==> src/rtl/game_flow_ctrl_pkg.sv <==
// Shared game-flow definitions: state encodings, score width and the saturating score helper.
// Also imported by the menu overlay and the score renderer.
package game_flow_ctrl_pkg;

    localparam int SCORE_W = 4;

    typedef enum logic [2:0] {
        MENU        = 3'd0,
        START       = 3'd1,
        SERVE       = 3'd2,
        RALLY       = 3'd3,
        POINT_PAUSE = 3'd4,
        GAME_OVER   = 3'd5
    } state_t;

    // Scores stop at all-ones rather than wrapping back to zero.
    function automatic logic [SCORE_W-1:0] score_inc(input logic [SCORE_W-1:0] s);
        return (s == {SCORE_W{1'b1}}) ? s : s + SCORE_W'(1);
    endfunction

endpackage

==> src/rtl/game_flow_ctrl_rise_detect.sv <==
// One-bit rising-edge detector: previous-cycle register, pulse while the input is newly high.
module game_flow_ctrl_rise_detect (
    input  logic clk,
    input  logic rst,
    input  logic d,
    output logic rise
);

    logic prev_r;

    // Previous-cycle copy of the input.
    always_ff @(posedge clk) begin
        if (rst) begin
            prev_r <= 1'b0;
        end else begin
            prev_r <= d;
        end
    end

    assign rise = d & ~prev_r;

endmodule

==> src/rtl/game_flow_ctrl.sv <==
// Blobby Volley game sequencer: menu -> serve -> rally -> point pause -> game over -> menu,
// with registered enables, score registers and the game_reset pulse to the datapath.
module game_flow_ctrl
    import game_flow_ctrl_pkg::*;
#(
    parameter int BTN_X        = 340,
    parameter int BTN_Y        = 330,
    parameter int BTN_W        = 390,
    parameter int BTN_H        = 50,
    parameter int WIN_SCORE    = 15,
    parameter int SERVE_FRAMES = 30,
    parameter int PAUSE_FRAMES = 90
) (
    input  logic               clk,
    input  logic               rst,
    input  logic               left,
    input  logic [11:0]        xpos,
    input  logic [11:0]        ypos,
    input  logic               vblnk,
    input  logic               point_evt,
    input  logic               point_side,
    output logic               enable_menu,
    output logic               enable_game,
    output logic               mousecontrol,
    output logic               game_reset,
    output logic               flag_point,
    output logic               endgame,
    output logic               serve_side,
    output logic [SCORE_W-1:0] score_p1,
    output logic [SCORE_W-1:0] score_p2
);

    localparam logic [11:0]        X_LO       = 12'(BTN_X);
    localparam logic [11:0]        X_HI       = 12'(BTN_X + BTN_W);
    localparam logic [11:0]        Y_LO       = 12'(BTN_Y);
    localparam logic [11:0]        Y_HI       = 12'(BTN_Y + BTN_H);
    localparam logic [SCORE_W-1:0] WIN_VAL    = SCORE_W'(WIN_SCORE);
    localparam logic [7:0]         SERVE_LAST = 8'(SERVE_FRAMES - 1);
    localparam logic [7:0]         PAUSE_LAST = 8'(PAUSE_FRAMES - 1);

    state_t             state_r, state_nxt_s;
    logic [7:0]         frame_cnt_r, frame_nxt_s;
    logic [SCORE_W-1:0] p1_nxt_s, p2_nxt_s, p1_inc_s, p2_inc_s;
    logic               serve_nxt_s;
    logic               left_rise_s, tick_s, in_box_s, click_s;

    game_flow_ctrl_rise_detect u_rise_left (
        .clk  (clk),
        .rst  (rst),
        .d    (left),
        .rise (left_rise_s)
    );

    game_flow_ctrl_rise_detect u_rise_vblnk (
        .clk  (clk),
        .rst  (rst),
        .d    (vblnk),
        .rise (tick_s)
    );

    assign in_box_s = (xpos >= X_LO) && (xpos <= X_HI) && (ypos >= Y_LO) && (ypos <= Y_HI);
    assign click_s  = left_rise_s & in_box_s;
    assign p1_inc_s = score_inc(score_p1);
    assign p2_inc_s = score_inc(score_p2);

    // Next state, frame counter and score/serve updates; scores clear on the way into START.
    always_comb begin
        state_nxt_s = state_r;
        p1_nxt_s    = score_p1;
        p2_nxt_s    = score_p2;
        serve_nxt_s = serve_side;
        case (state_r)
            MENU, GAME_OVER: begin
                if (click_s) begin
                    state_nxt_s = START;
                    p1_nxt_s    = '0;
                    p2_nxt_s    = '0;
                    serve_nxt_s = 1'b0;
                end else begin
                    state_nxt_s = state_r;
                end
            end
            START: begin
                state_nxt_s = SERVE;
            end
            SERVE: begin
                if (tick_s && (frame_cnt_r == SERVE_LAST)) begin
                    state_nxt_s = RALLY;
                end else begin
                    state_nxt_s = SERVE;
                end
            end
            RALLY: begin
                if (point_evt) begin
                    serve_nxt_s = point_side;
                    if (point_side) begin
                        p2_nxt_s    = p2_inc_s;
                        state_nxt_s = (p2_inc_s == WIN_VAL) ? GAME_OVER : POINT_PAUSE;
                    end else begin
                        p1_nxt_s    = p1_inc_s;
                        state_nxt_s = (p1_inc_s == WIN_VAL) ? GAME_OVER : POINT_PAUSE;
                    end
                end else begin
                    state_nxt_s = RALLY;
                end
            end
            POINT_PAUSE: begin
                if (tick_s && (frame_cnt_r == PAUSE_LAST)) begin
                    state_nxt_s = SERVE;
                end else begin
                    state_nxt_s = POINT_PAUSE;
                end
            end
            default: begin
                state_nxt_s = MENU;
            end
        endcase

        if (state_nxt_s != state_r) begin
            frame_nxt_s = 8'd0;
        end else if (tick_s && ((state_r == SERVE) || (state_r == POINT_PAUSE))) begin
            frame_nxt_s = frame_cnt_r + 8'd1;
        end else begin
            frame_nxt_s = frame_cnt_r;
        end
    end

    // State, counters and outputs; outputs are decoded from the state being entered.
    always_ff @(posedge clk) begin
        if (rst) begin
            state_r      <= MENU;
            frame_cnt_r  <= 8'd0;
            score_p1     <= '0;
            score_p2     <= '0;
            serve_side   <= 1'b0;
            enable_menu  <= 1'b1;
            enable_game  <= 1'b0;
            mousecontrol <= 1'b0;
            game_reset   <= 1'b0;
            flag_point   <= 1'b0;
            endgame      <= 1'b0;
        end else begin
            state_r      <= state_nxt_s;
            frame_cnt_r  <= frame_nxt_s;
            score_p1     <= p1_nxt_s;
            score_p2     <= p2_nxt_s;
            serve_side   <= serve_nxt_s;
            enable_menu  <= (state_nxt_s == MENU) || (state_nxt_s == GAME_OVER);
            enable_game  <= (state_nxt_s == SERVE) || (state_nxt_s == RALLY);
            mousecontrol <= (state_nxt_s == SERVE) || (state_nxt_s == RALLY) ||
                            (state_nxt_s == POINT_PAUSE);
            game_reset   <= (state_nxt_s == START) ||
                            ((state_r == POINT_PAUSE) && (state_nxt_s == SERVE));
            flag_point   <= (state_nxt_s == POINT_PAUSE);
            endgame      <= (state_nxt_s == GAME_OVER);
        end
    end

endmodule

==> config.mk <==
export PLATFORM = sky130hd
export DESIGN_NAME = game_flow_ctrl
export DESIGN_NICKNAME = d
export VERILOG_FILES = /design/src/rtl/game_flow_ctrl_pkg.sv /design/src/rtl/game_flow_ctrl_rise_detect.sv /design/src/rtl/game_flow_ctrl.sv
export SDC_FILE = /design/constraint.sdc
export NUM_CORES = 1
export LEC_CHECK = 0
export ABC_AREA = 1
export CORE_MARGIN = 2
export CORE_UTILIZATION = 48
export CTS_CLUSTER_SIZE = 14
export DETAILED_ROUTE_END_ITERATION = 8
export PLACE_DENSITY = 0.81
export SYNTH_ARGS = -nofsm -noshare
export SYNTH_HDL_FRONTEND = slang
export SYNTH_HIERARCHICAL = 1
export SYNTH_SLANG_ARGS = --single-unit
export TNS_END_PERCENT = 5
==> constraint.sdc <==
create_clock -name clk -period 1.8 [get_ports clk]
set_input_delay 0.18 -clock clk [delete_from_list [all_inputs] [get_ports clk]]
set_output_delay 0.18 -clock clk [all_outputs]
set_load 0.05 [all_outputs]
==> impl_metrics.csv <==
group,metric,value,unit
placement,placed_cells_incl_taps,359,
worst_setup_path,buffering_stage_count_on_the_worst_path_with_inverters_included,1,
global_routing,grt_start_max_net_pins,17,
floorplanning,starting_utilization_of_the_core_area,0.5036,
sta,final.setup.worst_slack,63.89,ps
sta,final_period_minus_worst_setup_slack,1736,ps
synthesis,ys_ff_latch,28,
route,drtIter0Drc,76,
floorplanning,placeableCoreArea,3337,um^2
sta,setup_violations,0,
cts,clock_tree.htree_level_count,1,
min_path,hold_end,"u_rise_vblnk/prev_r",
sta,grt_setup_unrepaired,"yes",
synthesis,syn_area,1680,um^2
worst_setup_path,timing.rr.end,"frame_cnt_r[4]",
finish,finalNonFillerCells,363,
sta,worst_slew_pin_slew,512.2,ps
worst_setup_path,regToRegStartpoint,"score_p2[1]",
worst_setup_path,reg2reg_depth,12,
run,max_cap_violations,0,
sta,hold_viol_final,0,
cts,cts_sinks,28,
sta,clock.fmax,576.0,MHz
cts,tritoncts,"done",
worst_setup_path,cp-start-kind,"register",
route,routedWlPerCell,10.18,um
worst_setup_path,ff2ff_setup_slack,110,ps
global_routing,global_route.overflow_total,0,
power_and_ir_drop,power_per_cell_area,484.7,nW/um^2
finish,area.growth.synth_to_final,41.18,%
synthesis,synth_sequential_area_ratio,0.3336,
placement,post_dp_hpwl,2949,um
floorplanning,floorplan.die.height,63.17,um
placement,total_of_buffers_placed_on_input_and_output_ports,44,
global_routing,grt.total_usage,0.1936,
synthesis,net_count_after_synthesis,293,
cts,insertion_delay,330,ps
min_path,worst_hold_path_type,"in2reg",
synthesis,synth_cells,259,
sta,fin_worst_skew,7.781,ps
synthesis,syn-mean-instance-area,6.488,um^2
route,postRouteWirelength,3695,um
power_and_ir_drop,peakVddDrop,0.4381,mV
route,dr_wl_met3,119,um
route,wl_met2,1829,um
cts,cts.clk_slew.worst_paths,150,ps
cts,ctsLongestPathBuffers,2,
global_routing,grt_pass1_vias,1541,
synthesis,ys.flop_type,"sky130_fd_sc_hd__dfxtp_1",
worst_setup_path,critical-path-top-delay-family,"buffers and inverters",
finish,share_of_cells_above_drive_strength_1,0.1798,
route,routed_via_density,4.694,
floorplanning,io_pins,45,
cts,post_cts_buffers,0,
status,outcome,"complete, no violations",
worst_setup_path,critical_path_arrival,1560,ps
cts,total_cts_buffers,3,
route,highest-signal-layer,"met4",
worst_setup_path,timing_worst_setup_path_type,"reg2out",
min_path,worstHoldPathCells,4,
synthesis,synthesis.yosys.warnings,6,
worst_setup_path,slowest_delay,820,ps
global_routing,grt_pass1_wl,6465,um
worst_setup_path,timing.critical_path.from,"score_p1[2]",
placement,pre_cts_slack,-98.90,ps
global_routing,grt_antenna_before_repair,0,
route,route.layer.met1.wl,1718,um
floorplanning,die_area,3990,um^2
worst_setup_path,crit_path_cell_trace,"clkdlybuf4s50_1",
floorplanning,die-width,63.17,um
finish,final_net_count,352,
sta,drv_slew,0,
synthesis,asyncSetResetFlopFracSynth,0,
worst_setup_path,timing.critical_path.required,1620,ps
sta,timing.max_slew.rel_slack,0.6580,
cts,ctsRootBufferMaster,"sky130_fd_sc_hd__clkbuf_4",
worst_setup_path,critical_path.slowest_cell,"sky130_fd_sc_hd__clkdlybuf4s50_1",
power_and_ir_drop,static-leakage-power,0.001150,uW
finish,insertedDiodeCount,0,
sta,hold_ws,453.0,ps
floorplanning,placement_rows,21,
sta,layout_worst_path_cycle_share,0.9645,
synthesis,synth.lib_cells_used.distinct,28,
worst_setup_path,worstPathMaxFanout,7,
synthesis,synth-edff-count,0,
worst_setup_path,critPathCaptureType,"primary output",
route,detailroute.via_count,1704,
min_path,hp-start,"vblnk",
route,total_iterations_of_the_first_detailed_routing_run,4,
placement,place_congestion,0.8294,
power_and_ir_drop,total_power,1150,uW
finish,final_core_util,0.7109,
route,drtAntennaViolNets,0,
route,drc,0,
[metal layers]
layer,vias to the layer above,global-route usage
li1,921,-
met1,754,0.2464
met2,24,0.3511
met3,5,0.02500
met4,0,0.03333
met5,-,0
[synth_stat cells, types with 3 or more instances]
| cell type | count | area share |
|---|---|---|
| sky130_fd_sc_hd__nand2_1 | 69 | 0.15 |
| sky130_fd_sc_hd__nand4_1 | 7 | 0.026 |
| sky130_fd_sc_hd__nand3_1 | 19 | 0.057 |
| sky130_fd_sc_hd__nor2_1 | 29 | 0.065 |
| sky130_fd_sc_hd__a21oi_1 | 11 | 0.033 |
| sky130_fd_sc_hd__dfxtp_1 | 28 | 0.33 |
| sky130_fd_sc_hd__or2_2 | 4 | 0.015 |
| sky130_fd_sc_hd__ha_1 | 4 | 0.030 |
| sky130_fd_sc_hd__o21ai_1 | 5 | 0.015 |
| sky130_fd_sc_hd__xor2_1 | 6 | 0.031 |
| sky130_fd_sc_hd__nor2_2 | 5 | 0.019 |
| sky130_fd_sc_hd__inv_2 | 3 | 0.0067 |
| sky130_fd_sc_hd__nand2_2 | 4 | 0.015 |
| sky130_fd_sc_hd__inv_1 | 45 | 0.10 |
[registers in the layout (all words and copies together) (netlist names)]
register             count
endgame                  1
u_rise_vblnk/prev_r      1
score_p1                 4
enable_menu              1
mousecontrol             1
serve_side               1
game_reset               1
flag_point               1
score_p2                 4
state_r                  3
enable_game              1
u_rise_left/prev_r       1
frame_cnt_r              8
[worst max-delay path by stage]
stage	to	slack (ps)	cells after the start
6_report	score_p1[2]	60	1
5_1_grt	frame_cnt_r[7]	-60	12
4_1_cts	frame_cnt_r[4]	8	12
3_5_place_dp	frame_cnt_r[4]	-100	13
3_3_place_gp	frame_cnt_r[1]	-40	13
2_1_floorplan	enable_menu	10	10
[worst reg2reg max path, cell delays in order (launching register included)]
cell	delay, ps
sky130_fd_sc_hd__dfxtp_4	390
sky130_fd_sc_hd__ha_4	170
sky130_fd_sc_hd__nand2_1	80
sky130_fd_sc_hd__nand2_1	60
sky130_fd_sc_hd__o21ai_2	130
sky130_fd_sc_hd__nor2_1	60
sky130_fd_sc_hd__nand2_1	60
sky130_fd_sc_hd__nand3_1	80
sky130_fd_sc_hd__a21oi_2	250
sky130_fd_sc_hd__nand2_2	100
sky130_fd_sc_hd__nand2_2	90
sky130_fd_sc_hd__nand2_4	80
sky130_fd_sc_hd__nor2_1	100
[cells in the final DEF, fill, tap and decap left out, types with 5 or more instances in the layout]
master / instances
sky130_fd_sc_hd__nand3_1: 17
sky130_fd_sc_hd__dfxtp_2: 7
sky130_fd_sc_hd__dfxtp_1: 20
sky130_fd_sc_hd__inv_1: 45
sky130_fd_sc_hd__nand2_1: 68
sky130_fd_sc_hd__nor2_2: 5
sky130_fd_sc_hd__buf_4: 11
sky130_fd_sc_hd__a21oi_1: 11
sky130_fd_sc_hd__nand2_2: 5
sky130_fd_sc_hd__nand4_1: 7
sky130_fd_sc_hd__nor2_1: 29
sky130_fd_sc_hd__xor2_1: 6
sky130_fd_sc_hd__clkdlybuf4s50_1: 39
[power by group]
group          switching [uW]  internal (uW)
Combinational            42.1           75.2
Clock                     186            225
Sequential              0.629            621
[timing repair]
action,in CTS,in global routing
hold buffers,0,0
pin swaps,0,1
endpoints found under the setup margin,2,24
resized for setup,2,16
[cells by family after synthesis]
logic type      after synthesis  share of synthesized area
compound gates               21                    0.06850
xor+xnor                      7                    0.03649
fa+ha+maj                     4                    0.02979
buf+inv                      49                     0.1095
flops                        28                     0.3336
simple gates                150                     0.4222
[layout make-up]
class                   instances  area [um^2]
clock inverters                 1        30.03
fillers                       293        964.7
inverters                      48        180.2
well taps                      46        57.56
flip-flops and latches         28        573.1
clock buffers                   3        22.52
multi-input cells             182        980.9
repair buffers                 55        528.0
[through the flow]
| stage | cell area [um^2] | setup TNS [ps] |
|---|---|---|
| 6_report | 2372 | 0 |
| 3_3_place_gp | 2265 | -279.9 |
| 5_1_grt | 2372 | -226.2 |
| 4_1_cts | 2315 | 0 |
| 3_5_place_dp | 2265 | -1064 |
| 2_1_floorplan | 1688 | 0 |
Power figures use the tool's default switching activity.
